### config.mk
export PLATFORM = sky130hd
export DESIGN_NAME = led_mode_ctrl
export DESIGN_NICKNAME = d
export VERILOG_FILES = /design/src/rtl/led_pkg.sv /design/src/rtl/btn_debounce.sv /design/src/rtl/led_mode_ctrl.sv
export SDC_FILE = /design/constraint.sdc
export NUM_CORES = 1
export LEC_CHECK = 0
export ABC_AREA = 1
export BUFFER_PORTS_ARGS = -buffer_cell sky130_fd_sc_hd__clkbuf_2
export CAP_MARGIN = 15
export CORE_AREA = 2 2 95 97
export DETAILED_ROUTE_END_ITERATION = 10
export DIE_AREA = 0 0 97 99
export HOLD_SLACK_MARGIN = 0.1
export PLACE_DENSITY = 0.78
export RECOVER_POWER = 100
export SLEW_MARGIN = 20
export SYNTH_ARGS = -nofsm -noshare
export SYNTH_HDL_FRONTEND = slang
export SYNTH_SLANG_ARGS = --single-unit
### constraint.sdc
create_clock -name i_clk -period 1.8 [get_ports i_clk]
set_input_delay 0.36 -clock i_clk [delete_from_list [all_inputs] [get_ports i_clk]]
set_output_delay 0.36 -clock i_clk [all_outputs]
set_load 0.03 [all_outputs]
### src/rtl/led_pkg.sv
// Shared mode encoding for the LED mode controller.
package led_pkg;

  typedef enum logic [1:0] {
    MODE_OFF     = 2'd0,
    MODE_ON      = 2'd1,
    MODE_BLINK   = 2'd2,
    MODE_BREATHE = 2'd3
  } mode_t;

  localparam mode_t MODE_RESET = MODE_BLINK;

endpackage

### src/rtl/btn_debounce.sv
// Pushbutton synchronizer and debouncer; emits a one-cycle pulse when the
// debounced (active-low) level falls.
module btn_debounce #(
  parameter int DEBOUNCE_CYC = 270_000
) (
  input  logic i_clk,
  input  logic i_rst_n,
  input  logic i_btn_n,
  output logic o_press
);

  localparam int CW = $clog2(DEBOUNCE_CYC + 1);

  logic          sync1_reg;
  logic          sync2_reg;
  logic          level_reg;
  logic          press_reg;
  logic [CW-1:0] cnt_reg;

  always_ff @(posedge i_clk) begin
    if (!i_rst_n) begin
      sync1_reg <= 1'b1;
      sync2_reg <= 1'b1;
      level_reg <= 1'b1;
      cnt_reg   <= '0;
      press_reg <= 1'b0;
    end else begin
      sync1_reg <= i_btn_n;
      sync2_reg <= sync1_reg;
      press_reg <= 1'b0;
      // A level is adopted only once the counter has reached its limit and
      // the synchronized input still disagrees.
      if (sync2_reg != level_reg) begin
        if (cnt_reg == CW'(DEBOUNCE_CYC)) begin
          level_reg <= sync2_reg;
          cnt_reg   <= '0;
          press_reg <= ~sync2_reg;
        end else begin
          cnt_reg <= cnt_reg + CW'(1);
        end
      end else begin
        cnt_reg <= '0;
      end
    end
  end

  assign o_press = press_reg;

endmodule

### src/rtl/led_mode_ctrl.sv
// LED drive generator: button-cycled off/on/blink/breathe modes with a
// blink-rate prescaler tick exported for analyzer triggering.
module led_mode_ctrl
  import led_pkg::*;
#(
  parameter int CLK_HZ       = 27_000_000,
  parameter int BLINK_HZ     = 1,
  parameter int DEBOUNCE_CYC = 270_000,
  parameter int PWM_BITS     = 8,
  parameter int STEP_CYC     = 105_000
) (
  input  logic       i_clk,
  input  logic       i_rst_n,
  input  logic       i_btn_n,
  input  logic       i_en,
  output logic       o_LED_1,
  output logic [1:0] o_mode,
  output logic       o_tick
);

  localparam int HALF = CLK_HZ / (2 * BLINK_HZ);
  localparam int PW   = $clog2(HALF);
  localparam int SW   = (STEP_CYC > 1) ? $clog2(STEP_CYC) : 1;
  localparam logic [PWM_BITS-1:0] DUTY_MAX = '1;

  logic                press;
  mode_t               mode_reg;
  mode_t               mode_next;
  logic                led_next;
  logic                led_reg;
  logic                tick_reg;
  logic                phase_reg;
  logic [PW-1:0]       presc_reg;
  logic [PWM_BITS-1:0] pwm_reg;
  logic [PWM_BITS-1:0] duty_reg;
  logic                dir_down_reg;
  logic [SW-1:0]       step_reg;

  btn_debounce #(
    .DEBOUNCE_CYC(DEBOUNCE_CYC)
  ) u_btn_debounce (
    .i_clk   (i_clk),
    .i_rst_n (i_rst_n),
    .i_btn_n (i_btn_n),
    .o_press (press)
  );

  always_ff @(posedge i_clk) begin
    if (!i_rst_n) begin
      mode_reg <= MODE_RESET;
    end else begin
      mode_reg <= mode_next;
    end
  end

  always_comb begin
    mode_next = mode_reg;
    if (press) begin
      case (mode_reg)
        MODE_OFF:     mode_next = MODE_ON;
        MODE_ON:      mode_next = MODE_BLINK;
        MODE_BLINK:   mode_next = MODE_BREATHE;
        MODE_BREATHE: mode_next = MODE_OFF;
        default:      mode_next = MODE_RESET;
      endcase
    end
  end

  always_comb begin
    led_next = 1'b0;
    if (i_en) begin
      case (mode_reg)
        MODE_OFF:     led_next = 1'b0;
        MODE_ON:      led_next = 1'b1;
        MODE_BLINK:   led_next = phase_reg;
        MODE_BREATHE: led_next = (pwm_reg < duty_reg);
        default:      led_next = 1'b0;
      endcase
    end
  end

  always_ff @(posedge i_clk) begin
    if (!i_rst_n) begin
      led_reg      <= 1'b0;
      tick_reg     <= 1'b0;
      phase_reg    <= 1'b1;
      presc_reg    <= '0;
      pwm_reg      <= '0;
      duty_reg     <= '0;
      dir_down_reg <= 1'b0;
      step_reg     <= '0;
    end else begin
      led_reg <= led_next;
      // A mode change restarts every timebase, even while disabled, and
      // suppresses a coincident terminal-count tick.
      if (press) begin
        tick_reg     <= 1'b0;
        phase_reg    <= 1'b1;
        presc_reg    <= '0;
        pwm_reg      <= '0;
        duty_reg     <= '0;
        dir_down_reg <= 1'b0;
        step_reg     <= '0;
      end else if (!i_en) begin
        tick_reg <= 1'b0;
      end else begin
        if (presc_reg == PW'(HALF - 1)) begin
          presc_reg <= '0;
          phase_reg <= ~phase_reg;
          tick_reg  <= 1'b1;
        end else begin
          presc_reg <= presc_reg + PW'(1);
          tick_reg  <= 1'b0;
        end
        if (mode_reg == MODE_BREATHE) begin
          pwm_reg <= pwm_reg + PWM_BITS'(1);
          if (step_reg == SW'(STEP_CYC - 1)) begin
            step_reg <= '0;
            // Endpoints hold for one step: the flip replaces the move.
            if (!dir_down_reg) begin
              if (duty_reg == DUTY_MAX) dir_down_reg <= 1'b1;
              else                      duty_reg     <= duty_reg + PWM_BITS'(1);
            end else begin
              if (duty_reg == '0) dir_down_reg <= 1'b0;
              else                duty_reg     <= duty_reg - PWM_BITS'(1);
            end
          end else begin
            step_reg <= step_reg + SW'(1);
          end
        end
      end
    end
  end

  assign o_LED_1 = led_reg;
  assign o_mode  = mode_reg;
  assign o_tick  = tick_reg;

endmodule
==> metrics.md <==
| Metric | Value |
|---|---|
| Gate Count Post-Synth | `705` |
| Share of the synthesized area in the top cell type | `36.09%` |
| WL per Instance | `11.99 µm` |
| Most common library cells after synthesis | `nand2_1 (149), nor2_1 (124), inv_1 (98), dfxtp_1 (86), nand3_1 (42)` |
| Type of element launching the critical path | `flip-flop` |
| Data arrival time of the critical path | `approximately 1.9 ns` |
| Number of antenna violations at the first check in global routing | `0` |
| Power per unit of standard cell area | `646.7 mW/mm²` |
| Proportion of layout cells with a drive suffix above 1 | `9.004%` |
| Cell depth of the worst min-delay path | `3` |
| Portion of the clock cycle consumed by the worst path in the final layout | `between 90% and 100%` |
| Number of buffers between clock root and the deepest sink | `2` |
| Critical Path RT | `2.04 ns` |
| Final worst hold slack | `0.1968 ns` |
| CTS Root Cell | `clkbuf_8` |
| Final critical delay including setup and external delays | `approximately 1.7 ns` |
| DR iter-0 viols | `roughly 230` |
| Flip-flop and latch count after synthesis | `86` |
| Via density per instance | `about 5.2` |
| Synth cell types | `35` |
| Clock input transition at the sequential cells of the worst setup and hold paths | `about 0.08 ns` |
| Hold Violations, Final | `0` |
| Signed area change from the synthesized netlist to the final layout | `9.336%` |
| Post-Synthesis Cell Area | `0.004771 mm²` |
| Final-report setup violation count | `0` |
| Critical-path maximum fanout | `7` |
| Slew at the pin closest to its max-slew limit | `0.4327 ns` |
| Worst min-delay path class | `input pin to flip-flop` |
| Global-route usage over all layers | `~21%` |
| Switching Share | `21.38%` |
| Wire length reported by the detailed router | `10.08 mm` |
| Cell type with the highest aggregate area in the netlist | `dfxtp_1` |
| Net Sw Power | `about 0.0007 W` |
| Worst reg2reg setup slack | `0.13 ns` |
| Nets in the synthesized netlist | `between 700 and 800` |
| Worst-case setup slack after placement | `0.03817 ns` |
| GR Overflow Total | `0` |
| Die Y | `slightly below 100 µm` |
| Number of vias after detailed routing | `4,348` |
| Clock network fraction of design power | `40.8%` |
| Crit path top cell by count | `nand2_1` |
| Number of clock buffers inserted by TritonCTS | `9` |
| Sequential fraction of the synthesis area | `between 30 and 40%` |
| Worst IR Drop VDD | `roughly 300 µV` |
| Clock insertion delay at the later pin of the skew report | `0.35 ns` |
| Count of input and output buffers | `7` |
| Post-Syn Area per Cell | `6.767 µm²` |
| Die area | `0.009603 mm²` |
| Prevailing post-synth register cell | `dfxtp_1` |
| Comb pwr share | `2.4%` |
| Run status | `finished clean` |
| Kind of capture point of the worst setup path | `flip-flop` |
| Highest achievable clock rate | `600.0 MHz` |
| Dominant cells by area after synthesis | `dfxtp_1 (36%), nand2_1 (12%), nor2_1 (9.8%)` |
| Drc violations | `0` |
| H-tree depth | `3` |
| Critical path, cell by cell | `buf_4 > ha_1 > a21oi_1 > o21a_1 > nand2_1 > nand2_1 > nand2_1 > nor2_1 > nor2_1` |
| Clock sink count | `86` |
| Clock tree from TritonCTS | `done` |
| Depth of the worst register-to-register path | `9` |
| Number of global-route vias before repair | `4,089` |
| Final ANT Viol Nets | `0` |
| Crit-path slowest cell | `dfxtp_2` |
| Classification of the worst setup path | `flip-flop to flip-flop` |
| Max reg flops | `24` |
| Final antenna diode count | `0` |
| Nets | `~750` |
| GP Congestion | `0.8972` |
| Post-synth ARST share | `0%` |
| Maximum single-stage delay on the critical path | `0.36 ns` |
| Count of max-cap constraint violations | `0` |
| X dimension of the die | `97 µm` |
| Maximum number of pins on one net before global-route repair | `14` |
| Internal power | `between 0.002 and 0.003 W` |
| Max_slew headroom | `70.93%` |
| Core region area | `0.008551 mm²` |
| Std cell rows | `34` |
| Count of hold buffers inserted by post-cts repair | `0` |
| Number of enable flip-flop cells after synthesis | `0` |
| Initial Utilization | `55.79%` |
| Final WS setup | `between 0.1 and 0.15 ns` |
| Number of I/O pins | `8` |
| Reg power frac | `a little under three fifths` |
| Wire length of the first global-routing pass | `17.30 mm` |
| Placed wire-length estimate after detailed placement | `7.893 mm` |
| Warnings, synthesis | `0` |
| Number of max-slew violations in the final report | `0` |
| Standby leakage power | `between 2 and 2.5 nW` |
| Drt first pass iters | `5` |
| Worst Clk Skew | `0.01037 ns` |
| Most numerous cell in the Yosys netlist | `nand2_1` |
| Final Util | `about three fifths` |
==> what timing repair did <==
item	4_1_cts	5_1_grt
endpoints found under the hold margin	0	0
setup buffers	0	2
resized for setup	0	14
setup endpoints to repair	0	22
==> power by group through the flow <==
stage / clock network [W] / registers, W / logic (W)
after floorplan: 0 / 0.00196 / 0.0000502
after global placement: 0 / 0.00196 / 0.0000807
final: 0.00138 / 0.00192 / 0.0000816
after CTS: 0.00140 / 0.00192 / 0.0000832
after detailed placement: 0 / 0.00196 / 0.0000823
after global routing: 0.00148 / 0.00192 / 0.0000915
==> kinds of logic after synthesis <==
kind of cell    synth area share (%)
xor+xnor                       4.590
buf+inv                        8.995
simple gates                   37.40
fa+ha+maj                      5.927
compound gates                 7.002
flops                          36.09
==> placed cells by master (no fill, tap or decap), types with 11 or more instances in the layout <==
master	synthesis	routed
dfxtp_1	86	82
clkbuf_8	0	11
ha_1	21	19
nand3_1	42	40
nand4_1	20	20
nor3_1	32	32
xor2_1	21	21
nand2_1	149	148
a21oi_1	36	36
o21ai_0	16	17
nor2_1	124	121
nor2_2	8	11
inv_1	98	98
==> metal layers <==
layer	global-route usage [%]	vias up	wire (µm)
li1	-	2293	-
met1	25.38	1976	4589
met2	38.84	60	5040
met3	3.121	19	238
met4	9.426	0	211
met5	0	-	0
==> through the flow <==
| stage | area (µm²) | cells | TNS (ns) | power (W) |
|---|---|---|---|---|
| final | 5216 | 841 | 0 | 0.003374 |
| after global routing | 5216 | 841 | -0.005885 | 0.003485 |
| after CTS | 5187 | 839 | 0 | 0.003401 |
| after detailed placement | 4986 | 823 | 0 | 0.002042 |
| after global placement | 4986 | 823 | 0 | 0.002040 |
| after floorplan | 4771 | 705 | 0 | 0.002011 |
==> cell type report <==
type	count	area (µm²)
timing repair buffer	20	131.4
sequential	86	1727
clock inverter	3	42.54
multi-input combinational	510	2643
fill	799	3334
tap	108	135.1
inverter	101	379.1
clock buffer	13	158.9
==> final timing paths <==
kind / startpoint / endpoint
hold / removal: i_btn_n / u_btn_debounce.sync1_reg$_SDFF_PN1_
setup reg to reg: dir_down_reg$_SDFFE_PP0P_ / duty_reg[7]$_SDFFE_PP0P_
setup / recovery: dir_down_reg$_SDFFE_PP0P_ / duty_reg[7]$_SDFFE_PP0P_
hold reg to reg: u_btn_debounce.sync1_reg$_SDFF_PN1_ / u_btn_debounce.sync2_reg$_SDFF_PN1_
==> worst max-delay path: cells and delay by family, from the launching register on <==
kind / cells / cell delay (ns)
compound gates: 2 / 0.37
fa+ha+maj: 1 / 0.34
buf+inv: 1 / 0.17
flops: 1 / 0.36
simple gates: 5 / 0.32
Note: power is estimated with default switching activity, not from simulation.
